[src/rtl/ps2_key_ctrl.sv]
// PS/2 keyboard front-end: framed receiver, scan-code set 2 parser for the nine
// keypad mole keys, and a valid/ready event FIFO with a sticky overflow flag.
module ps2_key_ctrl #(
    parameter int unsigned CLK_HZ     = 100000000,
    parameter int unsigned TIMEOUT_US = 1000,
    parameter int unsigned FIFO_DEPTH = 4
) (
    input  logic       clk,
    input  logic       reset,
    input  logic       ps2_clk,
    input  logic       ps2_data,
    output logic       ev_valid,
    input  logic       ev_ready,
    output logic [3:0] ev_key,
    output logic       ev_press,
    output logic [8:0] held,
    output logic       frame_err,
    output logic       ovf,
    input  logic       ovf_clr
);

    localparam int unsigned TIMEOUT_CYC = CLK_HZ / 1000000 * TIMEOUT_US;
    localparam int unsigned TW          = $clog2(TIMEOUT_CYC + 1);
    localparam int unsigned PW          = $clog2(FIFO_DEPTH);
    localparam int unsigned CW          = PW + 1;

    typedef enum logic [1:0] {S_IDLE, S_BRK, S_EXT, S_EXT_BRK} state_t;

    logic [2:0]    clk_sync_q, clk_sync_d;
    logic [1:0]    dat_sync_q, dat_sync_d;
    logic [9:0]    shift_q, shift_d;
    logic [3:0]    bit_cnt_q, bit_cnt_d;
    logic [TW-1:0] to_cnt_q, to_cnt_d;
    logic          byte_vld_q, byte_vld_d;
    logic [7:0]    byte_q, byte_d;
    logic          frame_err_q, frame_err_d;
    state_t        state_q, state_d;
    logic [8:0]    held_q, held_d;
    logic          push_q, push_d;
    logic [3:0]    push_key_q, push_key_d;
    logic          push_press_q, push_press_d;
    logic [4:0]    mem_q [FIFO_DEPTH];
    logic [4:0]    mem_d [FIFO_DEPTH];
    logic [PW-1:0] wr_q, wr_d, rd_q, rd_d;
    logic [CW-1:0] count_q, count_d;
    logic          ev_valid_q, ev_valid_d;
    logic [3:0]    ev_key_q, ev_key_d;
    logic          ev_press_q, ev_press_d;
    logic          ovf_q, ovf_d;

    logic          fall_c, pop_c, full_c, push_ok_c;
    logic [10:0]   frame_c;
    logic [4:0]    map_c, head_c;

    // Keypad scan code -> {hit, key index}
    function automatic logic [4:0] map_code(input logic [7:0] c);
        case (c)
            8'h69:   map_code = {1'b1, 4'd0};
            8'h72:   map_code = {1'b1, 4'd1};
            8'h7A:   map_code = {1'b1, 4'd2};
            8'h6B:   map_code = {1'b1, 4'd3};
            8'h73:   map_code = {1'b1, 4'd4};
            8'h74:   map_code = {1'b1, 4'd5};
            8'h6C:   map_code = {1'b1, 4'd6};
            8'h75:   map_code = {1'b1, 4'd7};
            8'h7D:   map_code = {1'b1, 4'd8};
            default: map_code = 5'd0;
        endcase
    endfunction

    // Synchronizers and frame receiver; bit 1 of each sync chain is the synced level
    always_comb begin
        clk_sync_d  = {clk_sync_q[1:0], ps2_clk};
        dat_sync_d  = {dat_sync_q[0], ps2_data};
        fall_c      = clk_sync_q[2] & ~clk_sync_q[1];
        frame_c     = {dat_sync_q[1], shift_q};
        shift_d     = shift_q;
        bit_cnt_d   = bit_cnt_q;
        to_cnt_d    = '0;
        byte_vld_d  = 1'b0;
        byte_d      = byte_q;
        frame_err_d = 1'b0;
        if (fall_c) begin
            if (bit_cnt_q == 4'd10) begin
                bit_cnt_d = '0;
                if (!frame_c[0] && (^frame_c[9:1]) && frame_c[10]) begin
                    byte_vld_d = 1'b1;
                    byte_d     = frame_c[8:1];
                end else begin
                    frame_err_d = 1'b1;
                end
            end else begin
                shift_d   = {dat_sync_q[1], shift_q[9:1]};
                bit_cnt_d = bit_cnt_q + 4'd1;
            end
        end else if (bit_cnt_q != 4'd0) begin
            if (to_cnt_q == TW'(TIMEOUT_CYC - 1)) begin
                bit_cnt_d   = '0;
                frame_err_d = 1'b1;
            end else begin
                to_cnt_d = to_cnt_q + TW'(1);
            end
        end
    end

    // Make/break parser; E0-prefixed codes never produce events
    always_comb begin
        state_d      = state_q;
        held_d       = held_q;
        push_d       = 1'b0;
        push_key_d   = push_key_q;
        push_press_d = push_press_q;
        map_c        = map_code(byte_q);
        if (byte_vld_q) begin
            case (state_q)
                S_IDLE: begin
                    if (byte_q == 8'hF0) begin
                        state_d = S_BRK;
                    end else if (byte_q == 8'hE0) begin
                        state_d = S_EXT;
                    end else if (map_c[4] && !held_q[map_c[3:0]]) begin
                        held_d[map_c[3:0]] = 1'b1;
                        push_d       = 1'b1;
                        push_key_d   = map_c[3:0];
                        push_press_d = 1'b1;
                    end
                end
                S_BRK: begin
                    state_d = S_IDLE;
                    if (map_c[4] && held_q[map_c[3:0]]) begin
                        held_d[map_c[3:0]] = 1'b0;
                        push_d       = 1'b1;
                        push_key_d   = map_c[3:0];
                        push_press_d = 1'b0;
                    end
                end
                S_EXT:   state_d = (byte_q == 8'hF0) ? S_EXT_BRK : S_IDLE;
                default: state_d = S_IDLE;
            endcase
        end
    end

    // Event FIFO; head outputs are registered from the next-state memory view
    always_comb begin
        pop_c     = ev_valid_q & ev_ready;
        full_c    = (count_q == CW'(FIFO_DEPTH));
        push_ok_c = push_q & (~full_c | pop_c);
        mem_d     = mem_q;
        wr_d      = wr_q;
        rd_d      = rd_q;
        if (push_ok_c) begin
            mem_d[wr_q] = {push_press_q, push_key_q};
            wr_d        = wr_q + PW'(1);
        end
        if (pop_c) begin
            rd_d = rd_q + PW'(1);
        end
        count_d    = count_q + CW'(push_ok_c) - CW'(pop_c);
        head_c     = mem_d[rd_d];
        ev_valid_d = (count_d != '0);
        ev_key_d   = head_c[3:0];
        ev_press_d = head_c[4];
        if (ovf_clr) begin
            ovf_d = 1'b0;
        end else if (push_q && full_c && !pop_c) begin
            ovf_d = 1'b1;
        end else begin
            ovf_d = ovf_q;
        end
    end

    always_ff @(posedge clk or negedge reset) begin
        if (!reset) begin
            clk_sync_q   <= '1;
            dat_sync_q   <= '1;
            shift_q      <= '0;
            bit_cnt_q    <= '0;
            to_cnt_q     <= '0;
            byte_vld_q   <= 1'b0;
            byte_q       <= '0;
            frame_err_q  <= 1'b0;
            state_q      <= S_IDLE;
            held_q       <= '0;
            push_q       <= 1'b0;
            push_key_q   <= '0;
            push_press_q <= 1'b0;
            for (int i = 0; i < FIFO_DEPTH; i++) mem_q[i] <= '0;
            wr_q         <= '0;
            rd_q         <= '0;
            count_q      <= '0;
            ev_valid_q   <= 1'b0;
            ev_key_q     <= '0;
            ev_press_q   <= 1'b0;
            ovf_q        <= 1'b0;
        end else begin
            clk_sync_q   <= clk_sync_d;
            dat_sync_q   <= dat_sync_d;
            shift_q      <= shift_d;
            bit_cnt_q    <= bit_cnt_d;
            to_cnt_q     <= to_cnt_d;
            byte_vld_q   <= byte_vld_d;
            byte_q       <= byte_d;
            frame_err_q  <= frame_err_d;
            state_q      <= state_d;
            held_q       <= held_d;
            push_q       <= push_d;
            push_key_q   <= push_key_d;
            push_press_q <= push_press_d;
            mem_q        <= mem_d;
            wr_q         <= wr_d;
            rd_q         <= rd_d;
            count_q      <= count_d;
            ev_valid_q   <= ev_valid_d;
            ev_key_q     <= ev_key_d;
            ev_press_q   <= ev_press_d;
            ovf_q        <= ovf_d;
        end
    end

    assign ev_valid  = ev_valid_q;
    assign ev_key    = ev_key_q;
    assign ev_press  = ev_press_q;
    assign held      = held_q;
    assign frame_err = frame_err_q;
    assign ovf       = ovf_q;

endmodule

[config.mk]
export PLATFORM = sky130hd
export DESIGN_NAME = ps2_key_ctrl
export DESIGN_NICKNAME = d
export VERILOG_FILES = /design/src/rtl/ps2_key_ctrl.sv
export SDC_FILE = /design/constraint.sdc
export NUM_CORES = 1
export LEC_CHECK = 0
export CORE_MARGIN = 8
export CORE_UTILIZATION = 55
export CTS_CLUSTER_DIAMETER = 80
export DETAILED_ROUTE_END_ITERATION = 7
export GPL_TIMING_DRIVEN = 1
export HOLD_SLACK_MARGIN = 0.03
export PLACE_DENSITY = 0.74
export SLEW_MARGIN = 5
export SYNTH_ARGS = -nofsm -noshare
export SYNTH_HDL_FRONTEND = slang
export SYNTH_SLANG_ARGS = --single-unit
export TNS_END_PERCENT = 20
[constraint.sdc]
create_clock -name clk -period 3.54 [get_ports clk]
set_clock_uncertainty 0.15 [all_clocks]
set_input_delay 0.354 -clock clk [delete_from_list [all_inputs] [get_ports clk]]
set_output_delay 0.354 -clock clk [all_outputs]
set_load 0.02 [all_outputs]
# Yosys cells after proc, flatten, opt, wreduce, memory -nomap -nowiden
# Cells that the tools add are included.
[word_totals]
ff_bits = 97
wordCells = 147
out_inout_bits = 17
in_bits = 6
[classes]
eq_ne = 21
bitwise_logic = 12
n_addsub = 6
n_lt_le_gt_ge = 5
muxes = 55
reduce_logical = 24
[ops]
columns = ["operator", "count"]
rows = [
  ["$eq 8x7->1 const B", 9],
  ["$mux 17", 3],
  ["$pmux 5 s9", 1],
  ["$mux 9", 4],
  ["$mux 4", 8],
  ["$mux 1", 21],
  ["$bwmux 20", 1],
  ["$mux 20", 1],
  ["$pmux 9 s2", 1],
  ["$add 17x1->17 const B", 1],
  ["$eq 17x17->1 const B", 1],
  ["$eq 8x8->1 const B", 2],
  ["$mux 5", 3],
  ["$bmux 5 s2", 1],
  ["$demux 5 s2", 1],
  ["$and 9x9->9", 1],
  ["$not 9->9", 1],
  ["$or 9x9->9", 1],
  ["$reduce_xor 9->1", 1],
  ["$logic_and 1x1->1", 8],
  ["$mux 2", 4],
  ["$ne 2x2->1 const B", 4],
  ["$pmux 4 s2", 1],
  ["$reduce_bool 2->1", 4],
  ["other kinds (28)", 40],
]

# Longest topological paths before layout
[depth]
ltp_word = 11
ltp_mapped = 11
ltp_nobuf = 11

# Worst setup path after synthesis
# OpenSTA, ideal clock, no wires.
[synth_path]
kind = "flip-flop to flip-flop"
start = "register byte_q[2]"
end = "register push_key_q[0]"
period_less_slack_ps = 2862
n_path_buf = 2
setup_time_ps = 125
stages_incl_launch_ff = 11
t_required_ps = 3265
t_arrival_ps = 2587
path_slack_ps = 678
cell_sequence = "dfrtp_1 -> nand2b_2 -> buf_6 -> and2b_2 -> o31ai_2 -> mux2i_1 -> o221ai_1 -> or3b_1 -> buf_6 -> a21oi_4 -> mux2_4"
[synth_between]
elab_chain_cells = 8
elab_cells_between_ends = 27
cone_classes = "15 x eq/ne; 8 x mux; 4 x reduce/logical"
[synth_lines]
columns = ["element", "line", "rtl"]
rows = [
  ["from (decl)", "35", "logic [7:0] byte_q, byte_d;"],
  ["from (signal assigned)", "202", "byte_q <= byte_d;"],
  ["$eq 8x7->1", "57", "case (c)"],
  ["$pmux 5 s9", "57", ""],
  ["$bmux 1 s4", "121, 130", ""],
  ["$mux 1 (not written as such)", "121, 130", ""],
  ["$logic_not 1->1", "121", "end else if (map_c[4] && !held_q[map_c[3:0]]) begin"],
  ["$logic_and 1x1->1", "121", ""],
  ["$ne 2x2->1 (no line)", "n/a", ""],
  ["$reduce_and 6->1 (no line)", "n/a", ""],
  ["to (signal assigned)", "207", "push_key_q <= push_key_d;"],
  ["to (decl)", "40", "logic [3:0] push_key_q, push_key_d;"],
]
# Parallel ways exist; a longest one is shown, timed or not. The select of a mux whose other input is x is not followed.
# A chain may end at the register's enable or synchronous reset.

# Final worst setup path
[layout_path]
start = "register byte_q[0]"
end = "register push_key_q[0]"
# The elaborated chain is that of the path after synthesis.

==> flow_summary.toml <==
[power]
comb_power_share_pct = 16.3
power_frac_clock_pct = 30.1
swShare_pct = 30.8
p_switching_w = 0.000734
leakage_nw = 2.46
p_int_w = 0.00165
seqPwrFrac_pct = 53.6
power.density_nw_per_um2 = 460
worst_ir_drop_vdd_mv = 0.260
total_power_w = 0.00239

[grt]
grt_pass1_wl_um = 14900
overflow = 0
first_global_vias = 3139
grt_max_degree = 52
antenna_found_initial = 0
track_usage_pct = 15.8

[critical_path]
cp.arrival_ns = 3.45
critPathRequiredTime_ns = 3.63
crit_chain = "nor3b_2 -> and2b_2 -> o31ai_2 -> mux2i_1 -> o221ai_1 -> or3b_1 -> a21oi_4 -> mux2_4"
crit_family = "simple AND/OR/NAND/NOR gates"
endpoint_kind = "flop"
crit_start = "byte_q[0]"
r2r_start = "byte_q[0]"
slowest_stage = "dfrtp_1"
critPathLaunchType = "flop"
critPathMaxStageDelay_ns = 0.70
cp_max_fo = 16
critical_path_class = "flop to flop"
path_buf_inv = 0

[logic_synthesis]
syn_inst = 431
synthArstFlopShare_pct = 100
synth_cell_types = 62
synth_area_um2 = 4670
synth-compound-area-share_pct = 8.49
ys_ff_latch = 97
yosysSeqAreaShare_pct = 52.1
synth_top_area_cell = "dfrtp_1"
yosys_warnings = 0
synthSimpleGateAreaFrac_pct = 17.1
synth-edff-count = 0
synth_top_family_by_area = "simple AND/OR/NAND/NOR gates"
synth_xor_area_share_pct = 5.43
synthAdderAreaFrac_pct = 3.10
synth_area_leaders = "dfrtp_1 49%, mux2_2 6.0%, nand2_1 5.5%"
synth_mux_area_share_pct = 10.3
synth_ff_type = "dfrtp_1"
synth_top_area_share_pct = 49.3
synth.net_count = 448
avgSynthCellArea_um2 = 10.8

[sta]
rsz0062_at_grt = "no"
fin_worst_hold_slack_ns = 0.206
final_hold_viol_count = 0
setup_viol = 0
tightestPinTransition_ns = 0.753
final.setup.tns_ns = 0
fin_crit_sh_pct = 94.8
clock.fmax_mhz = 298
drv_slew = 0
maxSlewHeadroom_pct = 49.6
timing.final.crit_period_ns = 3.35

[cells_and_area]
nets = 476
drive_above_1_share_pct = 15.7
fill_cells = 649
area_delta_synth_final_pct = 11.1
diodes = 0
fin_area_um2 = 5190
fin_util_pct = 63.2
layout_commonest_cell = "dfrtp_1"
final_cell_mix = "92 x dfrtp_1, 68 x nand2_1, 32 x nor2_1, 32 x o21ai_0, 25 x mux2_2"

[routing]
wl_per_cell_um = 15.2
vias = 3161
drcViolationCount = 0
drt_iter0_drc = 97
routed_via_density = 5.56
routed_wirelength_um = 8660
antenna_left = 0
dr.pass1.iters = 4

[place]
gp_congestion = 0.945
dp_hpwl_um = 6140
io_buffers = 22
dpl_cell_area_um2 = 4980

[clock_tree]
cts_max_level = 3
clk_pin_slew_ns = 0.10
cts.sinks = 97
clkLatencyLatePin_ns = 0.37
cts_tree = "done"
cts_made_buffers = 9
cts_buffer_depth = 2
cts-resized-gates = 0
cts_root_buffer = "clkbuf_8"
postCtsSetupRepairBufs = 0
hold_buffers = 1

[die]
die_h_um = 108
fp.dieArea_um2 = 11700
start_util_pct = 56.9
fp-row-count = 33
io_pins = 23
die_w_um = 108
coreArea_um2 = 8220

[outcome]
outcome = "completed"

[worst_hold_path]
worstHoldStart = "dat_sync_q[0]"
hp-class = "flop to flop"

[run]
drv_cap = 0
-- power by group through the flow --
stage / Clock, W / Sequential (W) / Combinational (W)
2_1_floorplan: 0 / 0.00128 / 0.000297
3_3_place_gp: 0 / 0.00130 / 0.000380
3_5_place_dp: 0 / 0.00130 / 0.000396
4_1_cts: 0.000734 / 0.00128 / 0.000402
5_1_grt: 0.000782 / 0.00129 / 0.000449
6_report: 0.000718 / 0.00128 / 0.000390
-- worst reg2reg max path: stages, from the launching register on --
cell and delay, ns:
dfrtp_1 0.70, nor3b_2 0.16, and2b_2 0.24, o31ai_2 0.35, mux2i_1 0.23, o221ai_1 0.22, or3b_1 0.57, a21oi_4 0.31
mux2_4 0.32
-- state kept, by name, summed over array words and instances, names as in the netlist, named ones only --
name          cells
ev_key            4
byte_q            8
dat_sync_q        2
clk_sync_q        3
state_q           2
frame_err         1
count_q           3
bit_cnt_q         4
push_q            1
wr_q              2
mem_q            20
push_key_q        4
to_cnt_q         17
shift_q          10
byte_vld_q        1
ovf               1
ev_valid          1
ev_press          1
push_press_q      1
rd_q              2
-- final timing paths --
kind / to / slack, ns / cells past startpoint
max in group asynchronous: dat_sync_q[0] / 2.02 / 3
worst max-delay path: push_key_q[0] / 0.19 / 8
worst min-delay path: dat_sync_q[1] / 0.21 / 0
worst max register to register: push_key_q[0] / 0.19 / 8
worst min register to register: dat_sync_q[1] / 0.21 / 0
min in group asynchronous: async pin / 0.40 / 2
-- Yosys cell counts, types with 2 or more instances --
cell and number:
nand4_1 3, or3_1 2, nor2b_1 3, nor3_1 12
xnor2_1 14, o31a_1 2, mux2_4 3, a22oi_1 2
a21oi_1 5, nor4_1 2, dfrtp_1 92, dfstp_2 5
nor2_1 32, ha_1 10, xor2_1 15, mux4_2 5
nand2_1 68, nand3_1 13, inv_1 22, o31ai_1 2
and2_1 3, a31oi_1 2, clkbuf_1 5, a41oi_1 2
o21ai_0 32, and3b_1 2, mux2_2 25, buf_6 4
and3_1 4, nand2b_1 4, o2bb2ai_1 2, mux2i_1 4
-- through the flow --
stage          cells  worst slack [ns]
2_1_floorplan    431             0.678
3_3_place_gp     552             0.384
3_5_place_dp     552             0.284
4_1_cts          569             0.230
5_1_grt          569            0.0224
6_report         569             0.186
-- logic make-up (layout without fill, tap and decap cells) --
group | after synthesis | count (layout)
flip-flops | 97 | 97
XOR/XNOR | 29 | 29
adder cells (fa/ha/maj) | 11 | 11
AO/OA/AOI/OAI | 61 | 61
buffers and inverters | 34 | 67
AND/OR/NAND/NOR | 162 | 162
multiplexers | 37 | 37
-- per-layer routing --
metal	wire length (um)	part of all wire, %	GRT usage (%)
met1	3920	45	20.7
met2	4230	49	25.1
met3	370	4.3	2.86
met4	142	1.6	6.84
met5	0	0	0
-- area by class of cell --
class	count	area [um^2]	share of cell area (%)
flip-flops and latches	97	2430	46.9
multi-input cells	300	2070	39.9
repair buffers	28	265	5.11
well taps	105	131	2.53
clock buffers	9	124	2.38
inverters	23	86.3	1.66
clock inverters	7	81.3	1.57
Power figures use the tool's default switching activity.
